**config.mk**
```make
export PLATFORM = sky130hd
export DESIGN_NAME = alu_result_tx_flat
export DESIGN_NICKNAME = d
export VERILOG_FILES = /design/src/rtl/alu_uart_pkg.sv /design/src/rtl/alu_result_tx_if.sv /design/src/rtl/uart_baud_tick.sv /design/src/rtl/alu_result_tx.sv /design/src/flat_wrapper.sv
export SDC_FILE = /design/constraint.sdc
export NUM_CORES = 1
export LEC_CHECK = 0
export CORE_MARGIN = 3
export CORE_UTILIZATION = 59
export CTS_CLUSTER_SIZE = 24
export DETAILED_ROUTE_END_ITERATION = 7
export PLACE_DENSITY = 0.83
export SYNTH_ARGS = -nofsm -noshare
export SYNTH_HDL_FRONTEND = slang
export SYNTH_SLANG_ARGS = --single-unit
```
**constraint.sdc**
```tcl
create_clock -name clk -period 3.78 [get_ports clk]
set_input_delay 0.756 -clock clk [delete_from_list [all_inputs] [get_ports clk]]
set_output_delay 0.756 -clock clk [all_outputs]
set_load 0.005 [all_outputs]
```
**src/rtl/alu_uart_pkg.sv**
```systemverilog
// Shared UART definitions for the ALU result transmitter and its matching receiver.
// Frame length accounts for the optional parity bit (ALU_RESULT_TX_PARITY_EN).
package alu_uart_pkg;

  typedef enum logic [2:0] {
    ST_IDLE   = 3'd0,
    ST_START  = 3'd1,
    ST_DATA   = 3'd2,
    ST_PARITY = 3'd3,
    ST_STOP   = 3'd4
  } uart_state_t;

  // 50 MHz system clock at 9600 baud
  localparam int CLKS_PER_BIT_DEFAULT = 5208;

`ifdef ALU_RESULT_TX_PARITY_EN
  localparam int PARITY_SLOTS = 1;
`else
  localparam int PARITY_SLOTS = 0;
`endif

  function automatic int frame_clks(input int bits_data, input int clks_per_bit);
    return (2 + bits_data + PARITY_SLOTS) * clks_per_bit;
  endfunction

  localparam int FRAME_CLKS_DEFAULT = frame_clks(8, CLKS_PER_BIT_DEFAULT);

endpackage

```
**src/rtl/alu_result_tx_if.sv**
```systemverilog
// Valid/ready word input plus serial line and frame-done outputs of the result transmitter.
interface alu_result_tx_if #(
  parameter int BITS_DATA = 8
);
  logic                 valid;
  logic [BITS_DATA-1:0] data;
  logic                 ready;
  logic                 tx;
  logic                 done;

  modport master (output valid, data, input ready, tx, done);
  modport slave  (input valid, data, output ready, tx, done);
endinterface

```
**src/rtl/uart_baud_tick.sv**
```systemverilog
// Bit-period timer: counts 0..CLKS_PER_BIT-1 and ticks on the terminal count.
module uart_baud_tick
  import alu_uart_pkg::*;
#(
  parameter int CLKS_PER_BIT = CLKS_PER_BIT_DEFAULT
) (
  input  logic clk,
  input  logic i_rst_n,
  input  logic clear,
  output logic tick
);
  localparam int CNT_W = $clog2(CLKS_PER_BIT);
  localparam logic [CNT_W-1:0] LAST = CNT_W'(CLKS_PER_BIT - 1);

  logic [CNT_W-1:0] count_reg;

  always_ff @(posedge clk or negedge i_rst_n) begin
    if (!i_rst_n) begin
      count_reg <= '0;
    end else if (clear || count_reg == LAST) begin
      count_reg <= '0;
    end else begin
      count_reg <= count_reg + 1'b1;
    end
  end

  // A cleared timer never ticks, so the first bit period after IDLE is full length
  assign tick = !clear && (count_reg == LAST);
endmodule

```
**src/rtl/alu_result_tx.sv**
```systemverilog
// UART-style serial transmitter for ALU results: start, LSB-first data, stop.
// Define ALU_RESULT_TX_PARITY_EN to insert an even-parity bit before the stop bit.
module alu_result_tx
  import alu_uart_pkg::*;
#(
  parameter int BITS_DATA    = 8,
  parameter int CLKS_PER_BIT = CLKS_PER_BIT_DEFAULT
) (
  input  logic           clk,
  input  logic           i_rst_n,
  alu_result_tx_if.slave bus
);
  localparam int BIT_W = (BITS_DATA > 1) ? $clog2(BITS_DATA) : 1;
  localparam logic [BIT_W-1:0] LAST_BIT = BIT_W'(BITS_DATA - 1);

  uart_state_t          state_reg, state_next;
  logic [BITS_DATA-1:0] shift_reg, shift_next;
  logic [BIT_W-1:0]     bit_reg, bit_next;
  logic                 tx_reg, tx_next;
  logic                 ready_reg, ready_next;
  logic                 done_reg, done_next;
  logic                 tick;
  logic                 accept;

  assign accept = bus.valid && ready_reg;

  uart_baud_tick #(
    .CLKS_PER_BIT(CLKS_PER_BIT)
  ) u_baud_tick (
    .clk    (clk),
    .i_rst_n(i_rst_n),
    .clear  (state_reg == ST_IDLE),
    .tick   (tick)
  );

`ifdef ALU_RESULT_TX_PARITY_EN
  logic parity_reg;

  always_ff @(posedge clk or negedge i_rst_n) begin
    if (!i_rst_n) begin
      parity_reg <= 1'b0;
    end else if (accept) begin
      parity_reg <= ^bus.data;
    end
  end
`endif

  // State register; the line outputs are registered here too so tx never comes from logic
  always_ff @(posedge clk or negedge i_rst_n) begin
    if (!i_rst_n) begin
      state_reg <= ST_IDLE;
      shift_reg <= '0;
      bit_reg   <= '0;
      tx_reg    <= 1'b1;
      ready_reg <= 1'b1;
      done_reg  <= 1'b0;
    end else begin
      state_reg <= state_next;
      shift_reg <= shift_next;
      bit_reg   <= bit_next;
      tx_reg    <= tx_next;
      ready_reg <= ready_next;
      done_reg  <= done_next;
    end
  end

  always_comb begin
    state_next = state_reg;
    shift_next = shift_reg;
    bit_next   = bit_reg;
    case (state_reg)
      ST_IDLE: begin
        if (accept) begin
          state_next = ST_START;
          shift_next = bus.data;
          bit_next   = '0;
        end
      end
      ST_START: begin
        if (tick) state_next = ST_DATA;
      end
      ST_DATA: begin
        if (tick) begin
          if (bit_reg == LAST_BIT) begin
`ifdef ALU_RESULT_TX_PARITY_EN
            state_next = ST_PARITY;
`else
            state_next = ST_STOP;
`endif
          end else begin
            bit_next   = bit_reg + 1'b1;
            shift_next = shift_reg >> 1;
          end
        end
      end
`ifdef ALU_RESULT_TX_PARITY_EN
      ST_PARITY: begin
        if (tick) state_next = ST_STOP;
      end
`endif
      ST_STOP: begin
        if (tick) state_next = ST_IDLE;
      end
      default: state_next = ST_IDLE;
    endcase
  end

  // Outputs are decoded from the upcoming state so the flops show it one cycle later
  always_comb begin
    tx_next    = 1'b1;
    ready_next = (state_next == ST_IDLE);
    done_next  = (state_reg == ST_STOP) && (state_next == ST_IDLE);
    case (state_next)
      ST_START:  tx_next = 1'b0;
      ST_DATA:   tx_next = shift_next[0];
`ifdef ALU_RESULT_TX_PARITY_EN
      ST_PARITY: tx_next = parity_reg;
`endif
      default:   tx_next = 1'b1;
    endcase
  end

  assign bus.ready = ready_reg;
  assign bus.tx    = tx_reg;
  assign bus.done  = done_reg;
endmodule
```
**src/flat_wrapper.sv**
```systemverilog
// flat-port wrapper written by rule: the top's interface ports become plain ports
module alu_result_tx_flat import alu_uart_pkg::*;
#(
  parameter int BITS_DATA    = 8,
  parameter int CLKS_PER_BIT = CLKS_PER_BIT_DEFAULT
)
  (clk, i_rst_n, bus_valid, bus_data, bus_ready, bus_tx, bus_done);
  alu_result_tx_if #(.BITS_DATA(BITS_DATA)) bus_i ();
  input  logic clk;
  input  logic i_rst_n;
  input wire logic [$bits(bus_i.valid)-1:0] bus_valid;
  input wire logic [$bits(bus_i.data)-1:0] bus_data;
  output wire logic [$bits(bus_i.ready)-1:0] bus_ready;
  output wire logic [$bits(bus_i.tx)-1:0] bus_tx;
  output wire logic [$bits(bus_i.done)-1:0] bus_done;
  assign bus_i.valid = bus_valid;
  assign bus_i.data = bus_data;
  assign bus_ready = bus_i.ready;
  assign bus_tx = bus_i.tx;
  assign bus_done = bus_i.done;
  alu_result_tx #(.BITS_DATA(BITS_DATA), .CLKS_PER_BIT(CLKS_PER_BIT)) u_core (.clk(clk), .i_rst_n(i_rst_n), .bus(bus_i));
endmodule
```
## Yosys cells after proc, flatten, opt, wreduce, memory -nomap -nowiden

Index checks and enable logic that the tools add are counted.

| storage, ports and cells | value |
|---|---|
| logic and storage cells | 45 |
| bits in registers | 30 |
| input bits | 11 |
| output and inout bits | 3 |

| cells by class | value |
|---|---|
| mux-type cells | 16 |
| eq/ne operators | 10 |
| add/subtract/negate cells | 2 |
| reduce and logical (&&, ||, !) cells | 9 |

Operators by type and width:

| cell | count |
|---|---|
| $mux 3 | 8 |
| $mux 8 | 3 |
| $pmux 8 s2 | 1 |
| $add 13x1->13 const B | 1 |
| $eq 13x13->1 const B | 1 |
| $mux 13 | 1 |
| $pmux 3 s4 | 1 |
| $eq 3x1->1 const B | 2 |
| $eq 3x2->1 const B | 2 |
| $eq 3x3->1 const B | 2 |
| $logic_not 3->1 | 2 |
| $pmux 3 s2 | 1 |
| $ne 2x1->1 const B | 2 |
| $reduce_and 4->1 | 1 |
| $add 3x1->3 const B | 1 |
| $logic_and 1x1->1 | 3 |
| $ne 2x2->1 const B | 1 |
| $pmux 1 s2 | 1 |
| $reduce_bool 2->1 | 1 |
| $logic_not 1->1 | 1 |
| $logic_or 1x1->1 | 1 |

## Logic depth before layout (Yosys ltp)

Gate-level depths: netlist of the first run.

| depth | value |
|---|---|
| word-level depth | 7 |
| gate-level depth with buffers | 8 |
| depth with buffers taken out | 6 |

## Modules after synthesis

A second synthesis of the first run with hierarchy kept.

| second synthesis, totals | value |
|---|---|
| cells, all modules | 134 |
| area total of the unflattened synthesis | 1,463.9 um2 |

Modules (own cells, without submodules):

| module | cells an instance | instances | area each (um2) | seq. area each (um2) |
|---|---|---|---|---|
| alu_result_tx | 65 | 1 | 767.0 | 427.9 |
| uart_baud_tick | 69 | 1 | 696.9 | 325.3 |

## Worst setup path before layout of the first run

No wires, ideal clock.

| timing path | value |
|---|---|
| path type | reg-to-reg |
| start | reg u_core.u_baud_tick.count_reg[8] |
| end | reg u_core.bit_reg[0] |
| library setup time | 125 ps |
| arrival time | 2,106 ps |
| slack | 1,549 ps |
| period minus slack after synthesis | 2,231 ps |
| required time | 3,655 ps |
| cell stages (with the launch flop) | 7 |
| path buffers | 1 |
| path through | dfrtp_1 or4b_1 or3_1 buf_2 nor4_4 nor2_2 mux2_2 |

| on the way | value |
|---|---|
| word-level cells in the longest chain between the ends | 4 |

Ends and longest elaborated chain:

| what | RTL line | source |
|---|---|---|
| start: declaration | uart_baud_tick.sv:15 | `logic [CNT_W-1:0] count_reg;` |
| start signal: assignment | uart_baud_tick.sv:23 | `count_reg <= count_reg + 1'b1;` |
| $eq 13x13->1 | uart_baud_tick.sv:28 | `assign tick = !clear && (count_reg == LAST);` |
| $logic_and 1x1->1 | uart_baud_tick.sv:28 |  |
| $ne 2x1->1 (no source line) | - |  |
| $reduce_and 4->1 (no source line) | - |  |
| end signal: assignment | alu_result_tx.sv:60 | `bit_reg <= bit_next;` |
| end: declaration | alu_result_tx.sv:18 | `logic [BIT_W-1:0] bit_reg, bit_next;` |

Every way passes these cells.
A chain may end at the register's enable or synchronous reset.

## Worst setup path in the final report of the first run

Same ends and word-level chain as after synthesis.

==> metrics.cfg, run 1 <==
[clocking]
ctsHtreeMaxLevel=2
path_clk_slew_ps=90
cts_setup_buffers=0
cts_resized=0
holdBufCountCts=0
cts_tree=done
root_buffer=clkbuf_4
clk_latency_ps=340
cts.sink_count=30
clockBufferDepth=2
cts_buffers=5

[synthesis]
synth-seq-area-share_pct=52.8
yosys_register_bits=30
syn_area_per_cell_um2=10.6
ys_async_sr_fraction_pct=100
syn_area_mm2=0.00143
synth-edff-count=0
ys_types=36
synth_fp_nets=148
ys.flop_type=dfrtp_1
yosys_warnings=0
netlist_instances=134

[cells_and_area]
largest_reg_flops=13
final_cells=178
area_growth_syn_to_layout_pct=14.0
antenna_cells=0
drive_above_1_share_pct=10.0
layout_common_cells=dfrtp_1, nor2_1, clkdlybuf4s50_1
layout_commonest_cell=dfrtp_1
finalNetCount=163

[job]
maxCapViolCount=0

[timing]
fin_crit_ps=2750
fin_crit_sh_pct=72.7
slew_headroom_pct=47.6
fin_worst_skew_ps=9.43
tightest_slew_ps=780
tns_ps=0
grt_setup_unrepaired=no
slew_viol_final=0
fmax_ghz=0.364
setup_viol=0
final-hold-violation-count=0

[global_routing]
antenna_found_initial=0
grt_pass1_wl_mm=4.52
grtUsageTotal_pct=21.9
grt_pass1_vias=1021
grt_max_degree=31
gr-total-overflow=0

[power_and_ir_drop]
p_per_area_mw_per_mm2=331
p_leak_uw=0.000770
p_total_uw=538
ir_worst_vdd_mv=0.278

[setup_path]
cp_slowest_cell=nor4_4
required_ps=4000
crit_path_cell_trace=or4b_1 > or3_1 > nor4_4 > nor2_2 > mux2_2
worst-path-max-fanout=14
reg2reg_slack_ps=1030
cpPeakStageDelay_ps=700
end_kind=flip-flop
start_kind=flip-flop
path_class=flip-flop to flip-flop
cp.arrival_ps=2970

[worst_hold_path]
hold_path.class=flip-flop to flip-flop

[place]
dp_hpwl_mm=1.92
placedCellCount=170
io_buffers=13
place_congestion=0.773

[routing]
first_pass_iters=4
vias=1054
routedWlPerCell_um=15.1
vias_per_cell=5.92
wl_mm=2.69
ant_nets=0
drc=0
drt_iter0_drc=18

[die]
core_mm2=0.00225
fp.dieH_um=55.2
ioPinCount=14
chipWidth_um=55.2
floorplan.initialDensity_pct=63.3
die_area_mm2=0.00304
rows=17

[status]
status=finished, final reports clean

[synthesized netlist by cell type (4+ instances only)]
| master | n | area share (%) |
|---|---|---|
| dfrtp_1 | 28 | 49 |
| nor2_1 | 17 | 4.5 |
| nand2_1 | 11 | 2.9 |
| xor2_1 | 7 | 4.3 |
| a21o_1 | 6 | 3.2 |
| a22o_1 | 6 | 3.7 |
| nand3_1 | 6 | 2.1 |
| a21oi_1 | 4 | 1.4 |
| and3_1 | 4 | 1.8 |
| o31ai_1 | 4 | 2.1 |
| xnor2_1 | 4 | 2.5 |
[power by group]
group	internal, uW	switching (uW)	leakage (uW)	total [uW]
combinational	9.79	8.00	0.000363	17.8
sequential	321	0	0.000371	321
clock	90.0	109	0.0000353	199
total	421	117	0.000770	538
[worst max-delay path: cells and delay by family, from the launching register on]
kind / cells / cell delay, ps
multiplexers: 1 / 310
AND/OR/NAND/NOR: 4 / 1930
flip-flops: 1 / 400
[path summary, 6_finish.rpt]
check | start | endpoint | depth (start not counted)
worst max register to register | u_core.u_baud_tick.count_reg[8] | u_core.bit_reg[0] | 5
min in group asynchronous | i_rst_n | u_core.shift_reg[0] | 2
worst min register to register | u_core.shift_reg[4] | u_core.shift_reg[4] | 1
worst max-delay path | u_core.u_baud_tick.count_reg[8] | u_core.bit_reg[0] | 5
max in group asynchronous | i_rst_n | u_core.bus.ready | 2
worst min-delay path | u_core.shift_reg[4] | u_core.shift_reg[4] | 1
[through the flow]
stage / setup WS [ps] / hold slack [ps] / cell area (um2) / utilization (%)
after floorplan: 1550 / 450 / 1430 / -
after global placement: 1120 / 461 / 1570 / 69.5
after detailed placement: 1040 / 471 / 1570 / 69.5
after CTS: 1040 / 493 / 1630 / 72.1
after global routing: 871 / 514 / 1630 / 72.1
final: 1030 / 493 / 1630 / 72.1
[logic make-up (layout without fill, tap and decap cells)]
| family | after synthesis | after routing | share of synthesized area (%) |
|---|---|---|---|
| mux | 1 | 1 | 0.789 |
| xor+xnor | 11 | 11 | 6.75 |
| fa+ha+maj | 3 | 3 | 2.63 |
| buf+inv | 9 | 25 | 3.07 |
| simple gates | 55 | 55 | 21.3 |
| compound gates | 25 | 25 | 12.6 |
| flops | 30 | 30 | 52.8 |
[final cells by class]
class / instances / area, um2
flip-flops and latches: 30 / 753
multi-input cells: 95 / 629
fillers: 168 / 628
repair buffers: 14 / 138
clock buffers: 7 / 55.1
well taps: 28 / 35.0
inverters: 3 / 11.3
clock inverters: 1 / 5.00
[routing by layer]
| layer | part of all wire, % | global-route usage, % | vias up |
|---|---|---|---|
| met5 | 0 | 0 | - |
| met4 | 2.8 | 14.2 | 0 |
| met3 | 6.5 | 7.51 | 9 |
| met2 | 46 | 33.1 | 34 |
| met1 | 44 | 26.4 | 511 |
| li1 | - | - | 500 |
Power figures use the tool's default switching activity.
==> run 2: changes to the inputs <==
Settings changed: CORE_UTILIZATION 59 to 50, PLACE_DENSITY 0.83 to 0.75.
Clock period 3.78 ns to 2.22 ns, I/O delays scaled along.
==> metrics.cfg, run 2 (synthesis gave the netlist of run 1 again) <==
[timing]
setup_viol=0
tightest_slew_ps=498
fin_crit_sh_pct=98.2
fin_ws_ps=40.5
slew_headroom_pct=66.5
fmax_ghz=0.459
fin_worst_skew_ps=9.94
final-hold-violation-count=0
slew_viol_final=0
tns_ps=0
fin_crit_ps=2180
hold_slack_ps=484

[global_routing]
grtUsageTotal_pct=16.8
antenna_found_initial=0
gr-total-overflow=0
grt_pass1_wl_mm=4.24
grt_pass1_vias=966
grt_max_degree=31

[power_and_ir_drop]
p_leak_uw=0.000798
p_per_area_mw_per_mm2=515
ir_worst_vdd_mv=0.401

[status]
status=finished, final reports clean

[cells_and_area]
final_cells=184
largest_reg_flops=13
layout_common_cells=dfrtp_1, nor2_1, clkdlybuf4s50_1
seq_area_um2=753
design_area_mm2=0.00170
layout_commonest_cell=dfrtp_1
antenna_cells=0
finalNetCount=168
drive_above_1_share_pct=13.6
nFillCells=218
area_growth_syn_to_layout_pct=19.0
multi_input_area_um2=662

[setup_path]
rr_worst_depth=5
path_class=flip-flop to flip-flop
reg2reg_slack_ps=40
cpPeakStageDelay_ps=540
r2r_end=u_core.bit_reg[0]
required_ps=2440
end_kind=flip-flop
cp.arrival_ps=2400
crit_path_cell_trace=or4b_4 > or3_4 > nor4_4 > nor2_4 > mux2_4
start_kind=flip-flop
r2r_start=u_core.u_baud_tick.count_reg[11]
worst-path-max-fanout=7
cp_slowest_cell=or4b_4

[worst_hold_path]
holdCritStartpoint=u_core.shift_reg[3]
whs_path_depth=1
hold_path_end=u_core.shift_reg[3]
hold_path.class=flip-flop to flip-flop

[die]
rows=18
core_mm2=0.00259
chipWidth_um=59.4
die_area_mm2=0.00353
fp.dieH_um=59.4
floorplan.initialDensity_pct=55.1
ioPinCount=14

[place]
placedCellCount=175
place_ws_ps=80.5
io_buffers=13
dpl_cell_area_mm2=0.00160
place_congestion=0.776
dp_hpwl_mm=1.86

[routing]
ant_nets=0
vias=1058
first_pass_iters=4
routedWlPerCell_um=14.7
drt_iter0_drc=23
wl_mm=2.70
drc=0
vias_per_cell=5.75

[clocking]
root_buffer=clkbuf_4
clk_latency_ps=340
cts_tree=done
cts_buffers=5
path_clk_slew_ps=90
clockBufferDepth=2
cts.sink_count=30
ctsHtreeMaxLevel=2

[job]
maxCapViolCount=0

## run 2: cell type report
type                    instances  area share, %
clock buffers                   7           2.65
inverters                       3          0.663
multi-input cells              95           39.0
flip-flops and latches         30           44.4
well taps                      30           2.21
repair buffers                 19           11.1
## run 2: stage by stage
stage,utilization (%),power [uW]
3_3_place_gp,61.9,587
2_1_floorplan,-,557
3_5_place_dp,61.9,587
4_1_cts,63.7,881
6_report,65.6,874
5_1_grt,65.6,911
## run 2: worst max-delay path by stage
stage                                      from                  end  slack (ps)  cells after the start
2_1_floorplan   u_core.u_baud_tick.count_reg[8]    u_core.bit_reg[0]          60                      6
3_3_place_gp    u_core.u_baud_tick.count_reg[8]        u_core.bus.tx         160                      6
3_5_place_dp    u_core.u_baud_tick.count_reg[8]  u_core.shift_reg[6]          80                      6
4_1_cts         u_core.u_baud_tick.count_reg[8]  u_core.shift_reg[6]          60                      6
5_1_grt         u_core.u_baud_tick.count_reg[9]    u_core.bit_reg[0]         -20                      5
6_report       u_core.u_baud_tick.count_reg[11]    u_core.bit_reg[0]          40                      5
## run 2: repair_timing
| action | 4_1_cts | 5_1_grt |
|---|---|---|
| hold buffers | 0 | 0 |
| setup endpoints to repair | 0 | 5 |
| resized for setup | 0 | 6 |
| buffers inserted | 0 | 1 |
## run 2: layer usage
metal,track usage (%),vias to the layer above,routed length [um],share of wire [%]
li1,-,512,-,-
met1,20.6,517,1230,46
met2,25.6,24,1250,47
met3,7.84,5,165,6.1
met4,6.80,0,46,1.7
met5,0,-,0,0
## run 2: worst max-delay path: cells and delay by family (launching register included)
family | cells | cell delay [ps]
flops | 1 | 420
simple gates | 4 | 1370
mux | 1 | 270
## run 2: power breakdown
| part | internal [uW] | total, uW | switching, uW | leakage [uW] |
|---|---|---|---|---|
| registers | 546 | 546 | 0 | 0.000371 |
| logic | 16.6 | 29.7 | 13.1 | 0.000401 |
| clock network | 119 | 298 | 179 | 0.0000254 |
==> run 3: changes to the inputs <==
Settings changed: CORE_UTILIZATION 50 to 55, PLACE_DENSITY 0.75 to 0.78.
Clock period 2.22 ns to 2.4 ns, I/O delays scaled along.
==> metrics.cfg, run 3 (synthesis gave the netlist of run 1 again) <==
[timing]
tightest_slew_ps=431
fin_worst_skew_ps=3.25
tns_ps=0
slew_headroom_pct=71.3
fmax_ghz=0.451
final-hold-violation-count=0
fin_ws_ps=180
slew_viol_final=0
fin_crit_sh_pct=92.5
setup_viol=0
grt_setup_unrepaired=no
fin_crit_ps=2220

[global_routing]
grt_pass1_vias=1033
gr-total-overflow=0
grt_max_degree=31
grt_pass1_wl_mm=4.55
grtUsageTotal_pct=18.2
antenna_found_initial=0

[status]
status=finished, final reports clean

[clocking]
cts_resized=0
cts.sink_count=30
path_clk_slew_ps=90
cts_tree=done
clockBufferDepth=2
cts_buffers=5
ctsHtreeMaxLevel=2
root_buffer=clkbuf_4
clk_latency_ps=320
holdBufCountCts=0
cts_setup_buffers=0

[setup_path]
path_delay_family=simple AND/OR/NAND/NOR gates
reg2reg_slack_ps=180
required_ps=2670
worst-path-stages=6
cp_num_buf_inv=1
crit_end=u_core.shift_reg[6]
cp-startpoint=u_core.u_baud_tick.count_reg[9]
path_class=flip-flop to flip-flop
r2r_end=u_core.shift_reg[6]
worst-path-max-fanout=13
cp_slowest_cell=or4b_1
cpPeakStageDelay_ps=530
start_kind=flip-flop
end_kind=flip-flop
crit_path_cell_trace=or4b_1 > or3_1 > nor4_4 > buf_4 > a22o_1 > a21o_1
r2r_start=u_core.u_baud_tick.count_reg[9]
cp.arrival_ps=2490
rr_worst_depth=6

[die]
floorplan.initialDensity_pct=61.0
ioPinCount=14
core_mm2=0.00234
die_area_mm2=0.00324
fp.dieH_um=56.9
rows=17
chipWidth_um=56.9

[cells_and_area]
antenna_cells=0
final_cells=180
utilization_pct=70.2
largest_reg_flops=13
nFillCells=186
finalNetCount=165
drive_above_1_share_pct=11.2
layout_commonest_cell=dfrtp_1
layout_common_cells=dfrtp_1, nor2_1, clkdlybuf4s50_1
area_growth_syn_to_layout_pct=15.1

[power_and_ir_drop]
p_leak_uw=0.000780
ir_worst_vdd_mv=0.463
p_total_uw=842
p_per_area_mw_per_mm2=513

[worst_hold_path]
whs_path_depth=1
hold_path.class=flip-flop to flip-flop

[place]
place_congestion=0.790
dp_hpwl_mm=1.87
io_buffers=13
placedCellCount=172
place_ws_ps=168

[job]
maxCapViolCount=0

[routing]
vias_per_cell=5.73
first_pass_iters=4
vias=1032
routedWlPerCell_um=14.4
ant_nets=0
wl_mm=2.60
drc=0
drt_iter0_drc=39

[run 3: worst min-delay path by stage]
| stage | from | to | slack [ps] |
|---|---|---|---|
| 2_1_floorplan | i_rst_n | u_core.bit_reg[0] | 180 |
| 3_5_place_dp | u_core.shift_reg[3] | u_core.shift_reg[3] | 470 |
| 3_3_place_gp | u_core.shift_reg[2] | u_core.shift_reg[2] | 460 |
| 5_1_grt | u_core.shift_reg[3] | u_core.shift_reg[3] | 520 |
| 6_report | u_core.shift_reg[3] | u_core.shift_reg[3] | 490 |
| 4_1_cts | u_core.shift_reg[3] | u_core.shift_reg[3] | 490 |
[run 3: area by class of cell]
| class | instances | area [um2] | share of cell area (%) |
|---|---|---|---|
| Multi-Input combinational cell | 95 | 629 | 38.3 |
| Clock buffer | 7 | 55.1 | 3.35 |
| Timing Repair Buffer | 16 | 153 | 9.30 |
| Tap cell | 28 | 35.0 | 2.13 |
| Sequential cell | 30 | 753 | 45.9 |
| Clock inverter | 1 | 5.00 | 0.305 |
| Inverter | 3 | 11.3 | 0.686 |
[run 3: metrics by stage]
| stage | hold WS, ps | instance area, um2 |
|---|---|---|
| CTS | 491 | 1640 |
| global route | 517 | 1640 |
| floorplan | 184 | 1430 |
| global placement | 464 | 1580 |
| detailed placement | 470 | 1580 |
| finish | 486 | 1640 |
[run 3: layer usage]
layer | vias up | wire length (um) | track usage (%)
li1 | 506 | - | -
met1 | 493 | 1190 | 23.0
met2 | 26 | 1240 | 28.7
met3 | 7 | 114 | 6.44
met4 | 0 | 53 | 6.62
met5 | - | 0 | 0
[run 3: power breakdown]
part	internal, uW	switching [uW]	total [uW]
logic	15.4	12.1	27.5
registers	505	0	505
clock network	142	167	309
